File: config.mk
export PLATFORM = sky130hd
export DESIGN_NAME = pipe_stage_chain
export DESIGN_NICKNAME = d
export VERILOG_FILES = /design/src/rtl/pipe_stage_chain.sv
export SDC_FILE = /design/constraint.sdc
export NUM_CORES = 1
export LEC_CHECK = 0
export ABC_AREA = 1
export CAP_MARGIN = 20
export CORE_MARGIN = 2
export CORE_UTILIZATION = 43
export DETAILED_ROUTE_END_ITERATION = 8
export PLACE_DENSITY_LB_ADDON = 0.1
export SYNTH_ARGS = -nofsm -noshare
export SYNTH_HDL_FRONTEND = slang
export SYNTH_SLANG_ARGS = --single-unit
File: constraint.sdc
create_clock -name clk -period 1.53 [get_ports clk]
set_input_delay 0.306 -clock clk [delete_from_list [all_inputs] [get_ports clk]]
set_output_delay 0.306 -clock clk [all_outputs]
set_load 0.01 [all_outputs]
File: src/rtl/pipe_stage_chain.sv
// pipe_stage_chain: N-stage pipeline register chain with valid bits.
// A single control path covers global hold, a load-use bubble injected at
// BUBBLE_STAGE, per-stage flush, and saturating stall/retire counters.
module pipe_stage_chain #(
    parameter int WIDTH        = 32,
    parameter int STAGES       = 4,
    parameter int BUBBLE_STAGE = 1,
    parameter int CNT_W        = 32
) (
    input  logic                      clk,
    input  logic                      rst,
    input  logic                      in_valid,
    input  logic [WIDTH-1:0]          in_data,
    output logic                      in_ready,
    input  logic                      hold,
    input  logic                      bubble,
    input  logic [STAGES-1:0]         flush_mask,
    input  logic                      cnt_clr,
    output logic [STAGES-1:0]         stage_valid,
    output logic [STAGES*WIDTH-1:0]   stage_data,
    output logic [CNT_W-1:0]          retire_cnt,
    output logic [CNT_W-1:0]          stall_cnt
);

    localparam logic [CNT_W-1:0] CNT_ONE = {{(CNT_W-1){1'b0}}, 1'b1};
    localparam logic [CNT_W-1:0] CNT_MAX = '1;

    logic [STAGES-1:0]       valid_q, valid_nxt;
    logic [STAGES*WIDTH-1:0] data_q, data_nxt;
    logic [CNT_W-1:0]        retire_q, stall_q;
    logic                    retire_inc, stall_inc;

    // Stage 0 only accepts a new payload on a plain advance.
    assign in_ready = rst & ~hold & ~bubble;

    // A payload leaves the last stage whenever the chain is not frozen.
    assign retire_inc = valid_q[STAGES-1] & ~hold;
    assign stall_inc  = hold | bubble;

    // Next-state of the chain: hold > bubble > advance, then flush kills valids.
    always_comb begin
        // NOTE: every combinational output gets a default first so no path
        // through the block leaves it unassigned, which would infer a latch.
        valid_nxt = valid_q;
        data_nxt  = data_q;
        if (!hold) begin
            if (bubble) begin
                // Upper stages drain, lower stages stay put, bubble stage empties.
                for (int i = BUBBLE_STAGE + 1; i < STAGES; i++) begin
                    valid_nxt[i]               = valid_q[i-1];
                    data_nxt[i*WIDTH +: WIDTH] = data_q[(i-1)*WIDTH +: WIDTH];
                end
                valid_nxt[BUBBLE_STAGE]               = 1'b0;
                data_nxt[BUBBLE_STAGE*WIDTH +: WIDTH] = '0;
            end else begin
                for (int i = 1; i < STAGES; i++) begin
                    valid_nxt[i]               = valid_q[i-1];
                    data_nxt[i*WIDTH +: WIDTH] = data_q[(i-1)*WIDTH +: WIDTH];
                end
                valid_nxt[0]          = in_valid;
                data_nxt[0 +: WIDTH]  = in_data;
            end
        end
        // Flush only clears the valid; data still follows the selected mode.
        valid_nxt = valid_nxt & ~flush_mask;
    end

    // Stage registers; reset clears data too so nothing from before reset survives.
    always_ff @(posedge clk) begin
        // NOTE: sequential state uses non-blocking assignments so every
        // register samples pre-edge values regardless of statement order.
        if (!rst) begin
            valid_q <= '0;
            data_q  <= '0;
        end else begin
            valid_q <= valid_nxt;
            data_q  <= data_nxt;
        end
    end

    // Saturating performance counters; clear wins over that cycle's increment.
    always_ff @(posedge clk) begin
        if (!rst || cnt_clr) begin
            retire_q <= '0;
            stall_q  <= '0;
        end else begin
            if (retire_inc && retire_q != CNT_MAX) retire_q <= retire_q + CNT_ONE;
            if (stall_inc && stall_q != CNT_MAX)   stall_q  <= stall_q + CNT_ONE;
        end
    end

    assign stage_valid = valid_q;
    assign stage_data  = data_q;
    assign retire_cnt  = retire_q;
    assign stall_cnt   = stall_q;

endmodule

==> results_dict.tcl, run 1 <==
set metrics [dict create \
    design.core.area_sq_mm 0.0193 \
    fin_nets 1532 \
    status "finished with violations" \
    synth-compound-area-share_pct 13.0 \
    criticalPathCategory "reg2reg" \
    num_rows 51 \
    post-route-min-period_ns 1.58 \
    wl_per_cell_um 15.0 \
    h-tree-depth 4 \
    syn2layout_area_growth_pct 54.2 \
    netlist_instances 1154 \
    worstSkewPairLatency_ns 0.43 \
    drt-vias-per-instance 5.03 \
    finalInstanceArea_sq_mm 0.0129 \
    cap_violations 0 \
    finalHoldViolCount 0 \
    final_layout_size_suffix_gt1_share_pct 22.9 \
    tightest_slew_ns 0.723 \
    cts_tree "yes" \
    route.detailed.drc 0 \
    synth-xor-area-share_pct 0.733 \
    powerDensity_mw_per_mm2 841 \
    yosys_warnings 0 \
    cts_root_buffer "clkbuf_16" \
    synthMuxAreaShare_pct 0 \
    start_util_pct 43.4 \
    fillCellCount 1704 \
    synth_top_family_by_area "simple AND/OR/NAND/NOR gates" \
    syn_avg_cell_area_sq_um 7.25 \
    cts_buffers 17 \
    fp.dieH_um 144 \
    grt_pass1_vias 8048 \
    violations "negative setup slack" \
    synthAdderAreaFrac_pct 0.299 \
    rsz0062_at_grt "true" \
    synth_simple_gate_area_share_pct 33.2 \
    io_buffer_count 238 \
    dp_slack_ns -0.472 \
    syn-cell-area_sq_mm 0.00837 \
    crit_top_cell "nor2_4" \
    synth_fp_nets 1198 \
    n_antenna_cell 0 \
    synth_edf_count 0 \
    synth_flop_cell "dfxtp_1" \
    crit_path_top_delay_cell "dfxtp_2" \
    clkSinkCount 196 \
    cp_top_family "simple AND/OR/NAND/NOR gates" \
    clockBufferDepth 2 \
    synth_top_area_share_pct 46.9 \
    setup_ws_ns -0.0473 \
    path_buf_inv 1 \
    crit_chain "ha_4, nand2_4, nor2_4, nand2_2, nor2_4, nand3_4, buf_8, nand3_2, nand2_1, nor2_1" \
    fin_cells 1766 \
    synth_cell_types 29 \
    post-dp-hpwl_um 17900 \
    route.vias.total 8886 \
    holdWs_ns 0.357 \
    max_freq_mhz 634 \
    synth-seq-cells 196 \
    slew_headroom_pct 51.8 \
    grt_max_degree 99 \
    antenna_found_initial 0 \
    dr.pass1.iters 5 \
    slowest_delay_ns 0.35 \
    synth_common_cells "355 x nor2_1, 196 x dfxtp_1, 175 x nand2_1" \
    finalSetupTns_ns -0.847 \
    cp.required_ns 1.89 \
    critPathLaunchType "register" \
    async_flop_share_pct 0 \
    drv_slew 0 \
    yosys.cell_count.top_type "nor2_1" \
    clock_skew_ns 0.0169 \
    io_pins 239 \
    wl_um 26400 \
    grt_pass1_wl_um 40700 \
    leakage_nw 5.78 \
    gp_congestion 0.897 \
    clk_pin_slew_worst_paths_ns 0.07 \
    setup_viol 37 \
    end_kind "register" \
    drtAntennaViolNets 0 \
    die_x_um 144 \
    drtIter0Drc 541 \
    dieArea_sq_mm 0.0206 \
    fin_crit_sh_pct 103 \
    hp-class "in2reg" \
    crit_fanout 8 \
    yosys.area.top_type "dfxtp_1" \
    vdd_drop_max_mv 0.713 \
    arrival_ns 1.94 \
    synth_area_leaders "dfxtp_1 47%, nor2_1 16%, nand2_1 7.8%" \
    grt-ovfl-total 0 \
    grtUsageTotal_pct 24.8 \
    seq_area_frac_synth_pct 46.9 \
    dp_cells 1719 \
    placed_cell_area_sq_mm 0.0118 \
]
==> registers in the layout, summed over array words and instances, names as in the netlist <==
name	flops
stage_valid	4
retire_cnt	32
stall_cnt	32
stage_data	128
==> per-stage QoR <==
step                      utilization, %  total power, mW
final                               67.0             10.9
after global routing                67.0             11.3
after CTS                           64.5             11.0
after detailed placement            61.2             6.58
after global placement              61.2             6.57
after floorplan                        -             5.97
==> tightest hold or removal path, stage by stage <==
cell and delay (ns):
buf_4 0.11, inv_1 0.10, buf_4 0.17, nor3_1 0.05
==> logic make-up (layout without fill, tap and decap cells) <==
group	Yosys count	in the layout
xor gates and xnor gates	7	7
AOI/OAI and AO/OA	185	185
and+or+nand+nor	652	654
adders and majority gates	2	2
DFF	196	196
buffers and inverters	112	457
==> layer usage <==
| layer | vias up | global-route usage [%] | share of wire (%) |
|---|---|---|---|
| met4 | 0 | 7.38 | 2.1 |
| li1 | 4456 | - | - |
| met1 | 4100 | 29.7 | 41 |
| met3 | 39 | 9.26 | 8.1 |
| met5 | - | 0 | 0 |
| met2 | 291 | 41.4 | 48 |
==> cell usage in the layout, fill, tap and decap left out, drive strengths merged <==
cell type and n:
nor2 366, dfxtp 196, nand2 182, dlygate4sd2 171, buf 137, o21ai 97, nand3 73, inv 57
a21oi 55, clkdlybuf4s50 38, a32o 32, clkdlybuf4s15 23, clkbuf 21, nand4 17, clkinv 9, nor3 7
xor2 5, nor4 3, and2 3, nand3b 3, xnor2 2, ha 2, a22oi 1, dlymetal6s2s 1
==> cell type report <==
class | instances | area [sq um] | share of cell area, %
clock buffers | 18 | 429 | 3.33
inverters | 52 | 195 | 1.51
repair buffers | 373 | 3340 | 25.9
clock inverters | 14 | 183 | 1.42
multi-input cells | 848 | 4450 | 34.5
well taps | 265 | 332 | 2.57
flip-flops and latches | 196 | 3980 | 30.8
==> report_power, final <==
part / switching, mW / internal [mW]
clock network: 2.29 / 2.24
logic: 0.534 / 0.426
registers: 0.112 / 5.26
==> worst paths after layout <==
kind	start	end	slack (ns)	depth (start not counted)
max	retire_cnt[0]	retire_cnt[26]	-0.05	10
min	rst	stage_valid[1]	0.36	4
max reg2reg	retire_cnt[0]	retire_cnt[26]	-0.05	10
min reg2reg	stage_data[96]	stage_data[96]	0.48	2
==> repair_timing <==
action | 4_1_cts | 5_1_grt
setup endpoints to repair | 253 | 88
gates cloned | 4 | 1
hold buffers | 0 | 0
setup buffers | 3 | 7
resized for setup | 270 | 135
pin swaps | 23 | 38
Power figures use the tool's default switching activity.
==> run 2: changes to the inputs <==
- CAP_MARGIN: 20 -> 25
- CTS_CLUSTER_SIZE: not set -> 20
- GPL_TIMING_DRIVEN: not set -> 1
==> results of run 2 <==
The final DEF is identical to that of run 1; final timing and power are the same.
